**src/rtl/instr_encoder.sv**
```systemverilog
// Encodes op/field tuples into 32-bit MIPS words and queues {word, byte address}
// in a small FIFO for the IM loader; illegal op indices are dropped and counted.
module instr_encoder #(
  parameter int unsigned DEPTH     = 4,
  parameter logic [31:0] BASE_ADDR = 32'h0000_3000
) (
  input  logic        clk,
  input  logic        reset,
  input  logic        in_valid,
  output logic        in_ready,
  input  logic [5:0]  in_op,
  input  logic [4:0]  in_rs,
  input  logic [4:0]  in_rt,
  input  logic [4:0]  in_rd,
  input  logic [4:0]  in_shamt,
  input  logic [15:0] in_imm,
  input  logic [25:0] in_target,
  output logic        out_valid,
  input  logic        out_ready,
  output logic [31:0] out_instr,
  output logic [31:0] out_addr,
  output logic        err_pulse,
  output logic [7:0]  err_cnt
);

  localparam int unsigned AW = $clog2(DEPTH);
  localparam logic [AW:0] FULL = (AW+1)'(DEPTH);

  typedef enum logic [5:0] {
    OP_ADDU = 6'd0,  OP_SUBU = 6'd1,  OP_ORI  = 6'd2,  OP_LW    = 6'd3,  OP_SW    = 6'd4,
    OP_BEQ  = 6'd5,  OP_LUI  = 6'd6,  OP_SLL  = 6'd7,  OP_J     = 6'd8,  OP_JAL   = 6'd9,
    OP_JR   = 6'd10, OP_ADDIU= 6'd11, OP_BGEZ = 6'd12, OP_JALR  = 6'd13, OP_SLTI  = 6'd14,
    OP_LB   = 6'd15, OP_SB   = 6'd16, OP_ADD  = 6'd17, OP_ADDI  = 6'd18, OP_BLTZ  = 6'd19,
    OP_BGTZ = 6'd20, OP_BLEZ = 6'd21, OP_BNE  = 6'd22, OP_AND   = 6'd23, OP_NOR   = 6'd24,
    OP_OR   = 6'd25, OP_SLT  = 6'd26, OP_SLLV = 6'd27, OP_SLTU  = 6'd28, OP_SRAV  = 6'd29,
    OP_SRLV = 6'd30, OP_SUB  = 6'd31, OP_XOR  = 6'd32, OP_SLTIU = 6'd33
  } op_e;

  logic [31:0] word;
  logic        legal;

  always_comb begin
    word  = '0;
    legal = 1'b1;
    case (in_op)
      OP_ADDU:  word = {6'h00, in_rs, in_rt, in_rd, 5'd0, 6'h21};
      OP_SUBU:  word = {6'h00, in_rs, in_rt, in_rd, 5'd0, 6'h23};
      OP_SLL:   word = {6'h00, 5'd0,  in_rt, in_rd, in_shamt, 6'h00};
      OP_JR:    word = {6'h00, in_rs, 5'd0,  5'd0,  5'd0, 6'h08};
      OP_JALR:  word = {6'h00, in_rs, 5'd0,  in_rd, 5'd0, 6'h09};
      OP_ADD:   word = {6'h00, in_rs, in_rt, in_rd, 5'd0, 6'h20};
      OP_AND:   word = {6'h00, in_rs, in_rt, in_rd, 5'd0, 6'h24};
      OP_NOR:   word = {6'h00, in_rs, in_rt, in_rd, 5'd0, 6'h27};
      OP_OR:    word = {6'h00, in_rs, in_rt, in_rd, 5'd0, 6'h25};
      OP_SLT:   word = {6'h00, in_rs, in_rt, in_rd, 5'd0, 6'h2A};
      OP_SLLV:  word = {6'h00, in_rs, in_rt, in_rd, 5'd0, 6'h04};
      OP_SLTU:  word = {6'h00, in_rs, in_rt, in_rd, 5'd0, 6'h2B};
      OP_SRAV:  word = {6'h00, in_rs, in_rt, in_rd, 5'd0, 6'h07};
      OP_SRLV:  word = {6'h00, in_rs, in_rt, in_rd, 5'd0, 6'h06};
      OP_SUB:   word = {6'h00, in_rs, in_rt, in_rd, 5'd0, 6'h22};
      OP_XOR:   word = {6'h00, in_rs, in_rt, in_rd, 5'd0, 6'h26};
      OP_ORI:   word = {6'h0D, in_rs, in_rt, in_imm};
      OP_LW:    word = {6'h23, in_rs, in_rt, in_imm};
      OP_SW:    word = {6'h2B, in_rs, in_rt, in_imm};
      OP_BEQ:   word = {6'h04, in_rs, in_rt, in_imm};
      OP_LUI:   word = {6'h0F, 5'd0,  in_rt, in_imm};
      OP_ADDIU: word = {6'h09, in_rs, in_rt, in_imm};
      OP_SLTI:  word = {6'h0A, in_rs, in_rt, in_imm};
      OP_LB:    word = {6'h20, in_rs, in_rt, in_imm};
      OP_SB:    word = {6'h28, in_rs, in_rt, in_imm};
      OP_ADDI:  word = {6'h08, in_rs, in_rt, in_imm};
      OP_BNE:   word = {6'h05, in_rs, in_rt, in_imm};
      OP_SLTIU: word = {6'h0B, in_rs, in_rt, in_imm};
      OP_BGTZ:  word = {6'h07, in_rs, 5'd0,  in_imm};
      OP_BLEZ:  word = {6'h06, in_rs, 5'd0,  in_imm};
      // REGIMM: the rt slot selects the branch condition, not a register
      OP_BGEZ:  word = {6'h01, in_rs, 5'd1,  in_imm};
      OP_BLTZ:  word = {6'h01, in_rs, 5'd0,  in_imm};
      OP_J:     word = {6'h02, in_target};
      OP_JAL:   word = {6'h03, in_target};
      default:  legal = 1'b0;
    endcase
  end

  logic [AW:0]   count_q, count_d;
  logic [AW-1:0] wr_q, rd_q;
  logic [31:0]   addr_q;
  logic          err_pulse_q;
  logic [7:0]    err_cnt_q;
  logic [31:0]   word_mem_q [DEPTH];
  logic [31:0]   addr_mem_q [DEPTH];
  logic          accept, push, pop;

  assign in_ready  = (count_q != FULL);
  assign out_valid = (count_q != '0);
  assign accept    = in_valid & in_ready;
  assign push      = accept & legal;
  assign pop       = out_valid & out_ready;
  assign count_d   = count_q + (AW+1)'(push) - (AW+1)'(pop);

  assign out_instr = out_valid ? word_mem_q[rd_q] : '0;
  assign out_addr  = out_valid ? addr_mem_q[rd_q] : '0;
  assign err_pulse = err_pulse_q;
  assign err_cnt   = err_cnt_q;

  always_ff @(posedge clk) begin
    if (push) begin
      word_mem_q[wr_q] <= word;
      addr_mem_q[wr_q] <= addr_q;
    end
  end

  always_ff @(posedge clk or posedge reset) begin
    if (reset) begin
      count_q     <= '0;
      wr_q        <= '0;
      rd_q        <= '0;
      addr_q      <= BASE_ADDR;
      err_pulse_q <= 1'b0;
      err_cnt_q   <= '0;
    end else begin
      count_q     <= count_d;
      err_pulse_q <= accept & ~legal;
      if (push) begin
        wr_q   <= wr_q + 1'b1;
        addr_q <= addr_q + 32'd4;
      end
      if (pop) rd_q <= rd_q + 1'b1;
      if (accept && !legal && err_cnt_q != 8'hFF) err_cnt_q <= err_cnt_q + 8'd1;
    end
  end

endmodule

```
**config.mk**
```make
export PLATFORM = sky130hd
export DESIGN_NAME = instr_encoder
export DESIGN_NICKNAME = d
export VERILOG_FILES = /design/src/rtl/instr_encoder.sv
export SDC_FILE = /design/constraint.sdc
export NUM_CORES = 1
export LEC_CHECK = 0
export ABC_AREA = 1
export CORE_MARGIN = 10
export CORE_UTILIZATION = 50
export CTS_CLUSTER_DIAMETER = 150
export DETAILED_ROUTE_END_ITERATION = 10
export PLACE_DENSITY = 0.75
export REMOVE_ABC_BUFFERS = 1
export SYNTH_ARGS = -nofsm -noshare
export SYNTH_HDL_FRONTEND = slang
export SYNTH_SLANG_ARGS = --single-unit
```
**constraint.sdc**
```tcl
create_clock -name clk -period 4.95 [get_ports clk]
set_input_delay 0.99 -clock clk [delete_from_list [all_inputs] [get_ports clk]]
set_output_delay 0.99 -clock clk [all_outputs]
set_load 0.01 [all_outputs]
```
==> impl_results.md, run 1 <==
- Status: complete, no violations
- Final setup viols: 0
- DR DRC count: 0
- Count of final hold-check violations: 0
- Syn Area/Cell: 10.0 um^2
- CTS Buf Count: 30
- Cells after Synth: 1321
- VDD IR max: 0.420 mV
- Biggest area consumer among synthesized cells: edfxtp_1
- Number of nets with antenna violations after routing: 0
- Top Ports: 147
- Hold crit path type: flop to flop
- Max stage delay on crit path: 0.61 ns
- LEAKAGE: 5.98 nW
- Routed WL per cell: 17.5 um
- Mapped cell area: 0.0132 mm^2
- CP endpoint: out_addr[15]
- Initial antenna violation count: 0
- Final WL: 31700 um
- Ranking of synthesized cells by area: edfxtp_1 55%, nor2_1 8.5%, dfrtp_1 8.3%, nand2_1 6.7%, o21ai_0 4.7%
- CTS tree: done
- Crit path max-delay cell type: clkdlybuf4s50_1
- Simple-gate share of the synthesized area: 21.6%
- Number of synthesized flops with an enable pin: 244
- CP endpoint kind: primary output
- Startpoint Class: flop
- Final TNS setup: 0 ns
- DRT iter0 DRCs: 771
- Slew Viols, Final: 0
- Postcts setup bufs: 0
- Crit Path Max Fanout: 42
- Setup Skew: 0.0182 ns
- Worst skew pair latency: 0.55 ns
- CTS H-tree lvls: 1
- FF-to-FF setup slack: 2.21 ns
- Core area: 0.0261 mm^2
- Root Driver: clkbuf_16
- Most frequent cells in the layout: 297 x nor2_1, 244 x edfxtp_1, 237 x nand2_1
- Reg2Reg Depth: 11
- Post-DP HPWL: 20600 um
- Main combinational cell family by area after synthesis: simple AND/OR/NAND/NOR gates
- Share of cells above drive strength 1: 6.97%
- Clk sinks: 290
- Via count: 9874
- Asr flop ratio synth: 15.9%
- Worst Path Arrival: 3.04 ns
- Die area: 0.0333 mm^2
- XOR/XNOR Fraction of Synth Area: 2.25%
- Slew HR: 39.7%
- CP Class: flop to primary output
- Tot GR Track Use: 18.7%
- Die Span Y: 183 um
- Netlist cell types: 39
- Sequential-to-total area share from yosys stat: 64.1%
- Max Cap Viol: 0
- # hold bufs at CTS: 0
- Clock transition at path regs: 0.06 ns
- Crit path required time: 3.96 ns
- N_diodes: 0
- First-pass GRT wire length: 51300 um
- Leading cell type in the layout, fill and taps excluded: nor2_1
- Final nets: 1535
- Area share of fa/ha/maj cells after synthesis: 0.909%
- Synthesis-stage register bit count: 290
- Grt ovf: 0
- Mux cell area share after synthesis: 0%
- Vias in the first global route: 9737
- Drt first pass iters: 6
- Fmax: 248 MHz
- Syn. warnings: 0
- Post-layout minimum cycle time: 4.03 ns
- Rows: 59
- Unrepaired setup endpoints after global routing: no
- Worst Tran Pin Value: 0.904 ns
- Initial core utilization: 50.7%
- Largest net degree at the start of global routing: 64
- Power Dens Cells: 534 mW/mm^2
- IO Port Bufs: 143
- Layout Area Growth over Synthesis: 20.5%
- Die X: 183 um
- CTS resizes: 0
- Compound-Gate Fraction of Synth Area: 7.44%
- RR Endpoint: count_q[1]$_DFF_PP0_
- Clock Path Buffers: 3
- R2r startpoint: count_q[1]$_DFF_PP0_
- Vias per inst: 5.45
- Final Cycle Share: 81.4%
- Total Power: 8.51 mW
- Ys flop type: edfxtp_1
- Share of the synthesized area in the top cell type: 55.4%
- Placer congestion estimate: 0.904
- Crit. Startpoint: rd_q[0]$_DFFE_PP0P_
- Crit path cell chain: inv_2 > buf_4 > o21ai_0 > a21oi_1 > clkdlybuf4s50_1
[Yosys cell counts, types with 2 or more instances]
cell	n
ha_1	8
nor4_1	2
buf_2	4
buf_4	5
inv_1	38
nand2_8	2
dfrtp_1	44
nand3b_1	2
nor2_2	6
buf_6	3
nand2_2	2
buf_1	6
a21oi_1	64
edfxtp_1	244
xor2_1	22
o21ai_0	123
nand3_1	83
dfstp_2	2
nand2_1	237
nand3_2	2
clkinv_1	3
nand4_1	18
clkbuf_1	46
xnor2_1	12
nor3_1	17
inv_2	9
nor2_1	301
nor2_4	5
[per-layer routing]
metal / GRT usage [%] / up-vias / part of all wire (%)
met1: 24.3 / 4759 / 43
met3: 2.97 / 48 / 6.3
li1: - / 4757 / -
met2: 31.6 / 310 / 49
met5: 0 / - / 0
met4: 5.11 / 0 / 1.9
[registers in the layout, indices dropped and copies added, names as in the netlist]
signal,count
word_mem_q,124
addr_mem_q,120
addr_q,30
err_cnt,8
count_q,3
rd_q,2
wr_q,2
err_pulse,1
[critical path: cells and delay by family (launching register included)]
kind | cells | cell delay (ns)
AOI/OAI and AO/OA | 2 | 0.44
buffers and inverters | 3 | 1.55
DFF | 1 | 0.51
[worst min-delay path by stage]
stage	to	slack [ns]	cells after the start	startpoint
after floorplan	addr_q[13]$_DFFE_PP1P_	0.48	2	addr_q[13]$_DFFE_PP1P_
after global placement	wr_q[1]$_DFFE_PP0P_	0.52	2	wr_q[1]$_DFFE_PP0P_
after detailed placement	wr_q[0]$_DFFE_PP0P_	0.52	2	wr_q[0]$_DFFE_PP0P_
after CTS	wr_q[0]$_DFFE_PP0P_	0.54	2	wr_q[0]$_DFFE_PP0P_
after global routing	addr_q[13]$_DFFE_PP1P_	0.56	2	addr_q[13]$_DFFE_PP1P_
final	addr_q[13]$_DFFE_PP1P_	0.53	2	addr_q[13]$_DFFE_PP1P_
[stage by stage]
stage	utilization [%]	cells	setup slack, ns	area [um^2]	hold WS, ns
after floorplan	-	1259	-0.504	12900	0.484
after global placement	57.5	1757	0.587	15000	0.516
after detailed placement	57.5	1757	0.597	15000	0.523
after CTS	61.1	1813	0.871	15900	0.537
after global routing	61.1	1813	0.796	15900	0.558
final	61.1	1813	0.922	15900	0.535
[power by group]
group,internal (mW),switching (mW)
registers,2.97,0.135
logic,1.36,1.90
clock network,1.22,0.920
[logic make-up after synthesis]
kind of cell,after synthesis
flops,290
other cells,1
compound gates,193
xor+xnor,34
fa+ha+maj,9
buf+inv,114
simple gates,680
[cell type report]
cell class              count  area [um^2]
inverters                  50          188
clock buffers              35          769
well taps                 335          419
repair buffers            163         1580
multi-input cells         919         4310
fillers                  2108        10100
flip-flops and latches    290         8490
clock inverters            21          175
Note: power is estimated with default switching activity, not from simulation.
==> run 2, diff against run 1 <==
PLACE_DENSITY = 0.78   (was 0.75)
clock period = 3.5 ns   (was 4.95 ns; I/O delays follow)
==> impl_results.md, run 2 (synthesis gave the netlist of run 1 again) <==
- Status: complete, no violations
- CP endpoint kind: primary output
- Finished Layout Cells: 1854 (+2.3%)
- Global-route met1 utilization: 25.5% (+1.2 points)
- Final setup margin: 0.0712 ns (-0.851 ns)
- Top Ports: 147 (unchanged)
- Worst Path Arrival: 2.73 ns (-0.31 ns)
- Crit. Startpoint: rd_q[0]$_DFFE_PP0P_
- Final Cycle Share: 98.0%
- Grt ovf: 0 (unchanged)
- Setup Skew: 0.0125 ns (-0.00569 ns)
- Hold crit path type: primary input to async pin
- Crit Path Max Fanout: 27 (-36%)
- DR DRC count: 0 (unchanged)
- Final setup viols: 0 (unchanged)
- Reg2Reg Depth: 10 (-1)
- Number of nets with antenna violations after routing: 0 (unchanged)
- Fmax: 292 MHz
- N_diodes: 0 (unchanged)
- CTS tree: done
- Root Driver: clkbuf_16
- Met2 usage: 34.4% (+2.8 points)
- Clock Path Buffers: 3 (unchanged)
- RR Endpoint: count_q[2]$_DFF_PP0_
- Die area: 0.0333 mm^2 (unchanged)
- Post-DP HPWL: 22800 um (+10%)
- R2r startpoint: count_q[1]$_DFF_PP0_
- Initial antenna violation count: 0 (unchanged)
- # hold bufs at CTS: 0 (unchanged)
- Final nets: 1578 (+2.8%)
- DRT iter0 DRCs: 812 (+5.3%)
- Most flop-heavy register: word_mem_q
- LEAKAGE: 6.22 nW (+4.1%)
- Placed Cells: 1798 (+2.3%)
- Initial core utilization: 50.7% (unchanged)
- Via count: 10200 (+3.2%)
- Most frequent cells in the layout: 297 x nor2_1, 244 x edfxtp_1, 237 x nand2_1
- IO Port Bufs: 143 (unchanged)
- Largest net degree at the start of global routing: 69 (+7.8%)
- Leading cell type in the layout, fill and taps excluded: nor2_1
- VDD IR max: 0.527 mV (+26%)
- Post-layout minimum cycle time: 3.43 ns
- Max Cap Viol: 0 (unchanged)
- Tot GR Track Use: 20.0% (+1.3 points)
- CTS H-tree lvls: 1 (unchanged)
- CP Class: flop to primary output
- Share of cells above drive strength 1: 9.87% (+2.9 points)
- Met3 GRT Util: 3.38% (+0.42 points)
- Vias in the first global route: 10100 (+3.9%)
- Final WL: 34400 um (+8.7%)
- Core area: 0.0261 mm^2 (unchanged)
- Routed WL per cell: 18.6 um (+6.3%)
- Drt first pass iters: 5 (-1)
- Layout Area Growth over Synthesis: 24.2%
- Biggest regs: word_mem_q (124), addr_mem_q (120), addr_q (30)
- Slew Viols, Final: 0 (unchanged)
- Clk sinks: 290 (unchanged)
- Crit path required time: 2.80 ns (-1.16 ns)
- Slew HR: 54.2% (+15 points)
- Worst Tran Pin Value: 0.685 ns (-0.219 ns)
- Top Usage Layer GRT: met2
- Power Dens Cells: 747 mW/mm^2 (+40%)
- Startpoint Class: flop
- First-pass GRT wire length: 54400 um (+6.1%)
- Unrepaired setup endpoints after global routing: no
- Max reg flops: 124 (unchanged)
- Worst hold slack: 0.435 ns (-0.0996 ns)
- Placer congestion estimate: 0.919 (+1.7%)
- Die X: 183 um (unchanged)
- Clock transition at path regs: 0.06 ns (about the same)
- CTS Buf Count: 28 (-6.7%)
- Die Span Y: 183 um (unchanged)
- Worst skew pair latency: 0.54 ns (about the same)
- CP endpoint: out_addr[15]
- Dpl ws: -0.0140 ns (-0.611 ns)
- Rows: 59 (unchanged)
- Vias per inst: 5.50 (+0.93%)
- FF-to-FF setup slack: 0.91 ns (-1.30 ns)
- Count of final hold-check violations: 0 (unchanged)
## run 2: routing by layer
layer / wire length (um) / vias to the layer above
li1: - / 4855
met1: 14200 / 4969
met2: 17400 / 328
met3: 2210 / 39
met4: 581 / 0
met5: 0 / -
## run 2: critical path, cell delays in order (launching register included)
cell and delay [ns]:
dfrtp_4 0.60, inv_4 0.24, buf_4 0.31, o21ai_0 0.17, a21oi_1 0.27, clkdlybuf4s50_1 0.59
## run 2: worst min-delay path by stage
stage / startpoint / end / slack, ns / cells after the start
floorplan: addr_q[13]$_DFFE_PP1P_ / addr_q[13]$_DFFE_PP1P_ / 0.48 / 2
global placement: addr_q[13]$_DFFE_PP1P_ / addr_q[13]$_DFFE_PP1P_ / 0.51 / 2
detailed placement: addr_q[13]$_DFFE_PP1P_ / addr_q[13]$_DFFE_PP1P_ / 0.52 / 2
CTS: reset / err_cnt[6]$_DFFE_PP0P_ / 0.43 / 2
global route: reset / err_cnt[6]$_DFFE_PP0P_ / 0.44 / 2
finish: reset / err_cnt[6]$_DFFE_PP0P_ / 0.44 / 2
## run 2: repair_timing
action	in CTS	in global routing
endpoints found under the setup margin	43	36
gates cloned	0	1
gates resized for setup	4	3
setup buffers	0	3
hold endpoints to repair	0	0
## run 2: final cells by class
cell class                      instances  area, um^2
Timing Repair Buffer                  208        2120
Clock buffer                           41         811
Multi-Input combinational cell        919        4320
Tap cell                              335         419
Sequential cell                       290        8490
Inverter                               50         193
Fill cell                            2007        9630
Clock inverter                         11        70.1
## run 2: stage by stage
stage	total power [mW]	util, %	TNS, ns	area, um^2
after detailed placement	9.37	59.3	-0.0140	15500
after global placement	9.26	59.3	0	15500
after floorplan	6.80	-	-483.69	12900
final	12.3	63.0	0	16400
after global routing	12.9	63.0	0	16400
after CTS	12.2	62.8	0	16400
## run 2: power by group
part | internal [mW] | switching (mW)
Sequential | 4.20 | 0.250
Combinational | 2.15 | 2.83
Clock | 1.61 | 1.24
